**src/rtl/video_timing_meter_if.sv**
```systemverilog
// Sampled video bus from the pattern generator toward the video output.
// The pattern generator drives it as master; the timing meter observes it as slave.
interface video_timing_meter_if;
  logic       ce_pix;
  logic       hsync;
  logic       vsync;
  logic       hblank;
  logic       vblank;
  logic [7:0] video_r;
  logic [7:0] video_g;
  logic [7:0] video_b;

  modport master (output ce_pix, hsync, vsync, hblank, vblank, video_r, video_g, video_b);
  modport slave  (input  ce_pix, hsync, vsync, hblank, vblank, video_r, video_g, video_b);
endinterface

```
**src/rtl/video_timing_meter.sv**
```systemverilog
// Passive per-frame video timing measurement: line/sync/active geometry, pixel checksum,
// stability tracking and a no-signal timeout.
module video_timing_meter #(
  parameter int W             = 12,
  parameter int STABLE_FRAMES = 4,
  parameter int TIMEOUT       = 1048576
) (
  input  logic                 clk,
  input  logic                 reset_n,
  video_timing_meter_if.slave  vid,
  output logic [W-1:0]         h_total,
  output logic [W-1:0]         h_active,
  output logic [W-1:0]         hs_width,
  output logic [W-1:0]         v_total,
  output logic [W-1:0]         v_active,
  output logic [W-1:0]         vs_width,
  output logic [31:0]          checksum,
  output logic                 frame_done,
  output logic                 valid,
  output logic                 stable,
  output logic                 no_signal
);
  localparam logic [W-1:0] CNT_MAX = '1;
  localparam int TW = $clog2(TIMEOUT + 1);
  localparam int MW = $clog2(STABLE_FRAMES + 1);
  localparam logic [TW-1:0] TO_LAST = TW'(TIMEOUT - 1);
  localparam logic [TW-1:0] TO_END  = TW'(TIMEOUT);
  localparam logic [MW-1:0] MATCH_MAX = MW'(STABLE_FRAMES);

  function automatic logic [W-1:0] sat_inc(input logic [W-1:0] x);
    return (x == CNT_MAX) ? x : x + W'(1);
  endfunction

  logic          sample, active, hs_rise, vs_rise, fire;
  logic [31:0]   pix;
  logic          hs_q, vs_q;
  logic [W-1:0]  h_cnt, hs_cnt, h_act, h_cnt_last, hs_last;
  logic          line_act;
  logic [W-1:0]  h_max, v_cnt, va_cnt, vs_cnt;
  logic [31:0]   sum;
  logic [W-1:0]  h_last_cl, hs_last_cl, h_max_cl, va_cl;

  logic          armed, pend;
  logic [TW-1:0] to_cnt;
  logic [W-1:0]  snap_h_total, snap_h_active, snap_hs_width;
  logic [W-1:0]  snap_v_total, snap_v_active, snap_vs_width;
  logic [31:0]   snap_sum;

  logic          have_prev, same;
  logic [MW-1:0] match_cnt, match_nxt;

  // The "_cl" values fold a line that closes on this sample into the running frame,
  // so a frame edge on the same sample still sees that line in the old frame.
  always_comb begin
    sample     = vid.ce_pix;
    active     = ~vid.hblank & ~vid.vblank;
    hs_rise    = sample & vid.hsync & ~hs_q;
    vs_rise    = sample & vid.vsync & ~vs_q;
    pix        = {8'd0, vid.video_r, vid.video_g, vid.video_b};
    h_last_cl  = hs_rise ? h_cnt : h_cnt_last;
    hs_last_cl = hs_rise ? hs_cnt : hs_last;
    h_max_cl   = (hs_rise && (h_act > h_max)) ? h_act : h_max;
    va_cl      = (hs_rise && line_act) ? sat_inc(va_cnt) : va_cnt;
    fire       = (to_cnt == TO_LAST) & ~hs_rise;
  end

  always_ff @(posedge clk or negedge reset_n) begin
    if (!reset_n) begin
      hs_q       <= 1'b0;
      vs_q       <= 1'b0;
      h_cnt      <= '0;
      hs_cnt     <= '0;
      h_act      <= '0;
      line_act   <= 1'b0;
      h_cnt_last <= '0;
      hs_last    <= '0;
      h_max      <= '0;
      v_cnt      <= '0;
      va_cnt     <= '0;
      vs_cnt     <= '0;
      sum        <= '0;
    end else if (sample) begin
      hs_q <= vid.hsync;
      vs_q <= vid.vsync;
      if (hs_rise) begin
        h_cnt      <= W'(1);
        hs_cnt     <= W'(1);
        h_act      <= active ? W'(1) : '0;
        line_act   <= active;
        h_cnt_last <= h_cnt;
        hs_last    <= hs_cnt;
      end else begin
        h_cnt <= sat_inc(h_cnt);
        if (vid.hsync) hs_cnt <= sat_inc(hs_cnt);
        if (active) begin
          h_act    <= sat_inc(h_act);
          line_act <= 1'b1;
        end
      end
      // A coincident line start becomes line 1 of the new frame.
      if (vs_rise) begin
        h_max  <= '0;
        va_cnt <= '0;
        v_cnt  <= hs_rise ? W'(1) : '0;
        vs_cnt <= hs_rise ? W'(1) : '0;
        sum    <= active ? pix : '0;
      end else begin
        h_max  <= h_max_cl;
        va_cnt <= va_cl;
        if (hs_rise) begin
          v_cnt <= sat_inc(v_cnt);
          if (vid.vsync) vs_cnt <= sat_inc(vs_cnt);
        end
        if (active) sum <= sum + pix;
      end
    end
  end

  always_ff @(posedge clk or negedge reset_n) begin
    if (!reset_n) begin
      armed         <= 1'b0;
      pend          <= 1'b0;
      to_cnt        <= '0;
      no_signal     <= 1'b0;
      snap_h_total  <= '0;
      snap_h_active <= '0;
      snap_hs_width <= '0;
      snap_v_total  <= '0;
      snap_v_active <= '0;
      snap_vs_width <= '0;
      snap_sum      <= '0;
    end else begin
      pend <= 1'b0;
      if (hs_rise) begin
        to_cnt    <= '0;
        no_signal <= 1'b0;
      end else if (to_cnt != TO_END) begin
        to_cnt <= to_cnt + TW'(1);
      end
      if (vs_rise) begin
        armed <= 1'b1;
        if (armed) begin
          pend          <= 1'b1;
          snap_h_total  <= h_last_cl;
          snap_h_active <= h_max_cl;
          snap_hs_width <= hs_last_cl;
          snap_v_total  <= v_cnt;
          snap_v_active <= va_cl;
          snap_vs_width <= vs_cnt;
          snap_sum      <= sum;
        end
      end
      if (fire) begin
        armed     <= 1'b0;
        pend      <= 1'b0;
        no_signal <= 1'b1;
      end
    end
  end

  always_comb begin
    same = ({snap_h_total, snap_h_active, snap_v_total, snap_v_active} ==
            {h_total, h_active, v_total, v_active});
    match_nxt = '0;
    if (have_prev && same)
      match_nxt = (match_cnt == MATCH_MAX) ? match_cnt : match_cnt + MW'(1);
  end

  always_ff @(posedge clk or negedge reset_n) begin
    if (!reset_n) begin
      h_total    <= '0;
      h_active   <= '0;
      hs_width   <= '0;
      v_total    <= '0;
      v_active   <= '0;
      vs_width   <= '0;
      checksum   <= '0;
      frame_done <= 1'b0;
      valid      <= 1'b0;
      stable     <= 1'b0;
      match_cnt  <= '0;
      have_prev  <= 1'b0;
    end else begin
      frame_done <= 1'b0;
      if (fire) begin
        valid     <= 1'b0;
        stable    <= 1'b0;
        match_cnt <= '0;
        have_prev <= 1'b0;
      end else if (pend) begin
        h_total    <= snap_h_total;
        h_active   <= snap_h_active;
        hs_width   <= snap_hs_width;
        v_total    <= snap_v_total;
        v_active   <= snap_v_active;
        vs_width   <= snap_vs_width;
        checksum   <= snap_sum;
        frame_done <= 1'b1;
        valid      <= 1'b1;
        have_prev  <= 1'b1;
        match_cnt  <= match_nxt;
        stable     <= (match_nxt >= MATCH_MAX);
      end
    end
  end
endmodule

```
**src/flat_wrapper.sv**
```systemverilog
// flat-port wrapper written by rule: the top's interface ports become plain ports
module video_timing_meter_flat 
#(
  parameter int W             = 12,
  parameter int STABLE_FRAMES = 4,
  parameter int TIMEOUT       = 1048576
)
  (clk, reset_n, h_total, h_active, hs_width, v_total, v_active, vs_width, checksum, frame_done, valid, stable, no_signal, vid_ce_pix, vid_hsync, vid_vsync, vid_hblank, vid_vblank, vid_video_r, vid_video_g, vid_video_b);
  video_timing_meter_if vid_i ();
  input  logic clk;
  input  logic reset_n;
  output logic [W-1:0] h_total;
  output logic [W-1:0] h_active;
  output logic [W-1:0] hs_width;
  output logic [W-1:0] v_total;
  output logic [W-1:0] v_active;
  output logic [W-1:0] vs_width;
  output logic [31:0] checksum;
  output logic frame_done;
  output logic valid;
  output logic stable;
  output logic no_signal;
  input wire logic [$bits(vid_i.ce_pix)-1:0] vid_ce_pix;
  input wire logic [$bits(vid_i.hsync)-1:0] vid_hsync;
  input wire logic [$bits(vid_i.vsync)-1:0] vid_vsync;
  input wire logic [$bits(vid_i.hblank)-1:0] vid_hblank;
  input wire logic [$bits(vid_i.vblank)-1:0] vid_vblank;
  input wire logic [$bits(vid_i.video_r)-1:0] vid_video_r;
  input wire logic [$bits(vid_i.video_g)-1:0] vid_video_g;
  input wire logic [$bits(vid_i.video_b)-1:0] vid_video_b;
  assign vid_i.ce_pix = vid_ce_pix;
  assign vid_i.hsync = vid_hsync;
  assign vid_i.vsync = vid_vsync;
  assign vid_i.hblank = vid_hblank;
  assign vid_i.vblank = vid_vblank;
  assign vid_i.video_r = vid_video_r;
  assign vid_i.video_g = vid_video_g;
  assign vid_i.video_b = vid_video_b;
  video_timing_meter #(.W(W), .STABLE_FRAMES(STABLE_FRAMES), .TIMEOUT(TIMEOUT)) u_core (.clk(clk), .reset_n(reset_n), .vid(vid_i), .h_total(h_total), .h_active(h_active), .hs_width(hs_width), .v_total(v_total), .v_active(v_active), .vs_width(vs_width), .checksum(checksum), .frame_done(frame_done), .valid(valid), .stable(stable), .no_signal(no_signal));
endmodule
```
**config.mk**
```make
export PLATFORM = sky130hd
export DESIGN_NAME = video_timing_meter_flat
export DESIGN_NICKNAME = d
export VERILOG_FILES = /design/src/rtl/video_timing_meter_if.sv /design/src/rtl/video_timing_meter.sv /design/src/flat_wrapper.sv
export SDC_FILE = /design/constraint.sdc
export NUM_CORES = 1
export LEC_CHECK = 0
export CORE_UTILIZATION = 63
export CTS_CLUSTER_DIAMETER = 100
export DETAILED_ROUTE_END_ITERATION = 8
export PLACE_DENSITY_LB_ADDON = 0.12
export REMOVE_ABC_BUFFERS = 1
export SLEW_MARGIN = 15
export SYNTH_ARGS = -nofsm -noshare
export SYNTH_HDL_FRONTEND = slang
export SYNTH_SLANG_ARGS = --single-unit
export TNS_END_PERCENT = 20
```
**constraint.sdc**
```tcl
create_clock -name clk -period 4.07 [get_ports clk]
set_input_delay 0.6105 -clock clk [delete_from_list [all_inputs] [get_ports clk]]
set_output_delay 0.6105 -clock clk [all_outputs]
set_load 0.05 [all_outputs]
```
==> flow_results.xml <==
<?xml version="1.0" encoding="UTF-8"?>
<metrics>
  <group name="power_and_ir_drop">
    <metric name="static_leakage" unit="nW">9.69</metric>
    <metric name="report.power.total" unit="mW">12.0</metric>
    <metric name="power.ir.vdd_worst" unit="V">0.000526</metric>
    <metric name="power_per_cell_area" unit="mW/mm2">578</metric>
  </group>
  <group name="final_layout">
    <metric name="fin_area" unit="mm2">0.0207</metric>
    <metric name="design.final.nets" unit="">1794</metric>
    <metric name="register_area" unit="mm2">0.00951</metric>
    <metric name="finalNonFillerCells" unit="">2113</metric>
    <metric name="diodes" unit="">0</metric>
    <metric name="area_delta_synth_final" unit="%">18.3</metric>
    <metric name="drive_gt1_share" unit="%">16.8</metric>
    <metric name="multi_input_area" unit="mm2">0.00766</metric>
    <metric name="layout.filler_cells" unit="">1758</metric>
  </group>
  <group name="logic_synthesis">
    <metric name="yosys_most_used_dff" unit="">dfrtp_1</metric>
    <metric name="mappedNetlistArea" unit="mm2">0.0175</metric>
    <metric name="synth_edf_count" unit="">0</metric>
    <metric name="most_numerous_cell_types_in_the_synthesized_netlist" unit="">dfrtp_1 (380), mux2_2 (178), nand2_1 (172)</metric>
    <metric name="async_flop_share" unit="%">100</metric>
    <metric name="synthDominantAreaCellType" unit="">dfrtp_1</metric>
    <metric name="synth.most_common_cell" unit="">dfrtp_1</metric>
    <metric name="yosys_warnings" unit="">0</metric>
    <metric name="ys_seq_elements" unit="">380</metric>
    <metric name="syn-mean-instance-area" unit="um2">11.2</metric>
    <metric name="synth.area.top_cells" unit="">dfrtp_1 (54%), mux2_2 (11%), nand2_1 (3.7%)</metric>
    <metric name="synth_top_area_share" unit="%">54.3</metric>
    <metric name="share_of_synthesized_area_occupied_by_flip_flops_and_latches" unit="%">54.3</metric>
    <metric name="synth_cell_type_count" unit="">67</metric>
    <metric name="synth_cells" unit="">1562</metric>
  </group>
  <group name="timing">
    <metric name="final_hold_viol_count" unit="">0</metric>
    <metric name="tightestPinTransition" unit="ns">0.838</metric>
    <metric name="timing.final.crit_period" unit="ns">3.23</metric>
    <metric name="period_share" unit="%">79.3</metric>
    <metric name="layout_setup_ws" unit="ns">0.842</metric>
    <metric name="skew" unit="ns">0.0158</metric>
    <metric name="report.final.slew_viol_count" unit="">0</metric>
    <metric name="unrepaired_setup_endpoints_after_global_routing" unit="">no</metric>
    <metric name="maxSlewHeadroom" unit="%">43.9</metric>
    <metric name="fmaxAchievable" unit="GHz">0.310</metric>
    <metric name="report.final.setup_viol" unit="">0</metric>
  </group>
  <group name="status">
    <metric name="run_status" unit="">finished, final reports clean</metric>
  </group>
  <group name="setup_path">
    <metric name="worstReg2RegEnd" unit="">u_core.sum[30]</metric>
    <metric name="worstPathArrival" unit="ns">3.68</metric>
    <metric name="critical_path_class" unit="">in2reg</metric>
    <metric name="critical_path.startpoint_type" unit="">primary input</metric>
    <metric name="critical_path.max_fanout" unit="">8</metric>
    <metric name="reg2reg_slack" unit="ns">0.98</metric>
    <metric name="worstRegToRegCells" unit="">11</metric>
    <metric name="critPathRequiredTime" unit="ns">4.52</metric>
    <metric name="worstReg2RegStart" unit="">u_core.sum[0]</metric>
    <metric name="crit_path_end_kind" unit="">register</metric>
  </group>
  <group name="clocking">
    <metric name="clk_latency" unit="ns">0.53</metric>
    <metric name="h-tree-depth" unit="">2</metric>
    <metric name="ctsRootBufferMaster" unit="">clkbuf_16</metric>
    <metric name="clkSlewWorstSetupHoldPaths" unit="ns">0.06</metric>
    <metric name="clock-sinks" unit="">380</metric>
    <metric name="cts_resized" unit="">0</metric>
    <metric name="postCtsSetupBuffers" unit="">0</metric>
    <metric name="ctsLongestPathBuffers" unit="">3</metric>
    <metric name="cts_hold_buf" unit="">0</metric>
    <metric name="cts_tree" unit="">yes</metric>
    <metric name="tritoncts.num_buffers" unit="">40</metric>
  </group>
  <group name="placed_design">
    <metric name="post-dp-hpwl" unit="um">25400</metric>
    <metric name="port_buffers" unit="">138</metric>
    <metric name="detailed_place.area" unit="mm2">0.0194</metric>
    <metric name="numPlacedInstances" unit="">2046</metric>
    <metric name="place_worst_setup_slack" unit="ns">0.341</metric>
    <metric name="place.gp.congestion" unit="">0.900</metric>
  </group>
  <group name="detailed_routing">
    <metric name="route.antenna.remaining_nets" unit="">0</metric>
    <metric name="drtIter0Drc" unit="">803</metric>
    <metric name="drt_first_pass_iters" unit="">6</metric>
    <metric name="dr_total_vias" unit="">12300</metric>
    <metric name="route.detailed.vias_per_inst" unit="">5.82</metric>
    <metric name="finalWirelength" unit="um">37400</metric>
    <metric name="routed_wire_length_per_instance" unit="um">17.7</metric>
    <metric name="route.detailed.drc" unit="">0</metric>
  </group>
  <group name="global_route">
    <metric name="first_global_vias" unit="">12300</metric>
    <metric name="grt_antenna_before_repair" unit="">0</metric>
    <metric name="globalRoute.totalOverflow" unit="">0</metric>
    <metric name="grt_usage" unit="%">27.5</metric>
    <metric name="grt_first_pass_wirelength" unit="um">62500</metric>
    <metric name="grt_max_degree" unit="">107</metric>
  </group>
  <group name="floorplan">
    <metric name="floorplan.die_area" unit="mm2">0.0285</metric>
    <metric name="core_area" unit="mm2">0.0271</metric>
    <metric name="boundaryPins" unit="">139</metric>
    <metric name="start_util" unit="%">64.6</metric>
    <metric name="die-width" unit="um">169</metric>
    <metric name="core.rowCount" unit="">60</metric>
    <metric name="chipHeight" unit="um">169</metric>
  </group>
  <group name="flow_run">
    <metric name="max-cap-violations" unit="">0</metric>
  </group>
  <group name="hold_path">
    <metric name="hold_path_class" unit="">in2async</metric>
  </group>
</metrics>
==> cells in the final DEF (no fill, tap or decap), drive strengths merged, types with 7 or more instances in the layout <==
cell type      instances
dfrtp                380
mux2                 178
nand2                172
clkdlybuf4s50        137
nor2                 137
o21ai                 95
xor2                  73
a21oi                 60
clkbuf                57
xnor2                 50
ha                    46
nand3                 42
inv                   39
nand4                 33
buf                   28
and3                  25
or3                   22
mux2i                 16
a21o                  16
a221oi                14
a22o                  13
nor4                  13
nor3                  12
clkinv                 8
o21a                   7
and4                   7
==> sequential cells by signal (all words and copies together), names as in the netlist, 21 cells and up <==
| register | count |
|---|---|
| u_core.sum | 32 |
| u_core.checksum | 32 |
| u_core.to_cnt | 21 |
| u_core.snap_sum | 32 |
==> report_power, final <==
group	internal [mW]	total, mW	leakage (nW)	switching (mW)
sequential	4.42	4.93	5.06	0.518
clock	2.12	3.59	0.644	1.47
combinational	1.43	3.47	3.99	2.04
total	7.96	12.0	9.69	4.02
==> worst max path at each step <==
stage                    from                endpoint  slack, ns
3_3_place_gp   vid_video_b[0]          u_core.sum[20]       0.40
4_1_cts        vid_video_b[0]          u_core.sum[30]       0.88
5_1_grt        vid_video_b[0]          u_core.sum[30]       0.59
6_report       vid_video_b[0]          u_core.sum[30]       0.84
2_1_floorplan      vid_ce_pix  u_core.snap_h_total[0]      -1.69
3_5_place_dp   vid_video_b[0]          u_core.sum[30]       0.34
==> stage by stage <==
step / utilization (%) / hold slack [ns] / TNS [ns]
CTS: 76.5 / 0.159 / 0
global route: 76.5 / 0.196 / 0
global placement: 71.7 / 0.449 / 0
finish: 76.5 / 0.130 / 0
floorplan: - / 0.315 / -291.93
detailed placement: 71.7 / 0.455 / 0
==> cell type report <==
class | count | area share, %
clock buffers | 57 | 5.82
clock inverters | 10 | 0.447
flip-flops and latches | 380 | 45.9
well taps | 372 | 2.25
repair buffers | 165 | 7.97
inverters | 39 | 0.706
multi-input cells | 1090 | 36.9
==> routing by layer <==
metal / track usage (%) / routed length (um) / up-vias
li1: - / - / 5790
met1: 38.0 / 16600 / 6137
met2: 45.1 / 18000 / 315
met3: 4.56 / 1910 / 66
met4: 8.34 / 862 / 0
met5: 0 / 0 / -
==> kinds of logic after synthesis <==
logic type                 after synthesis  synth area share (%)
buffers and inverters                   92                  2.21
and+or+nand+nor                        485                  12.9
AOI/OAI and AO/OA                      241                  8.66
muxes                                  194                  12.4
adders and majority gates               47                  3.40
DFF                                    380                  54.3
xor gates and xnor gates               123                  6.15
==> worst max-delay path, cell delays in order <==
cell and delay [ns]:
clkdlybuf4s50_1 0.42, ha_1 0.24, fa_1 0.41, a21o_1 0.23, a21oi_1 0.19, a21oi_1 0.14
o21ba_2 0.24, o21bai_1 0.16, a21oi_1 0.13, nor4_2 0.53, o21ai_0 0.20, a21oi_1 0.17
Power figures use the tool's default switching activity.
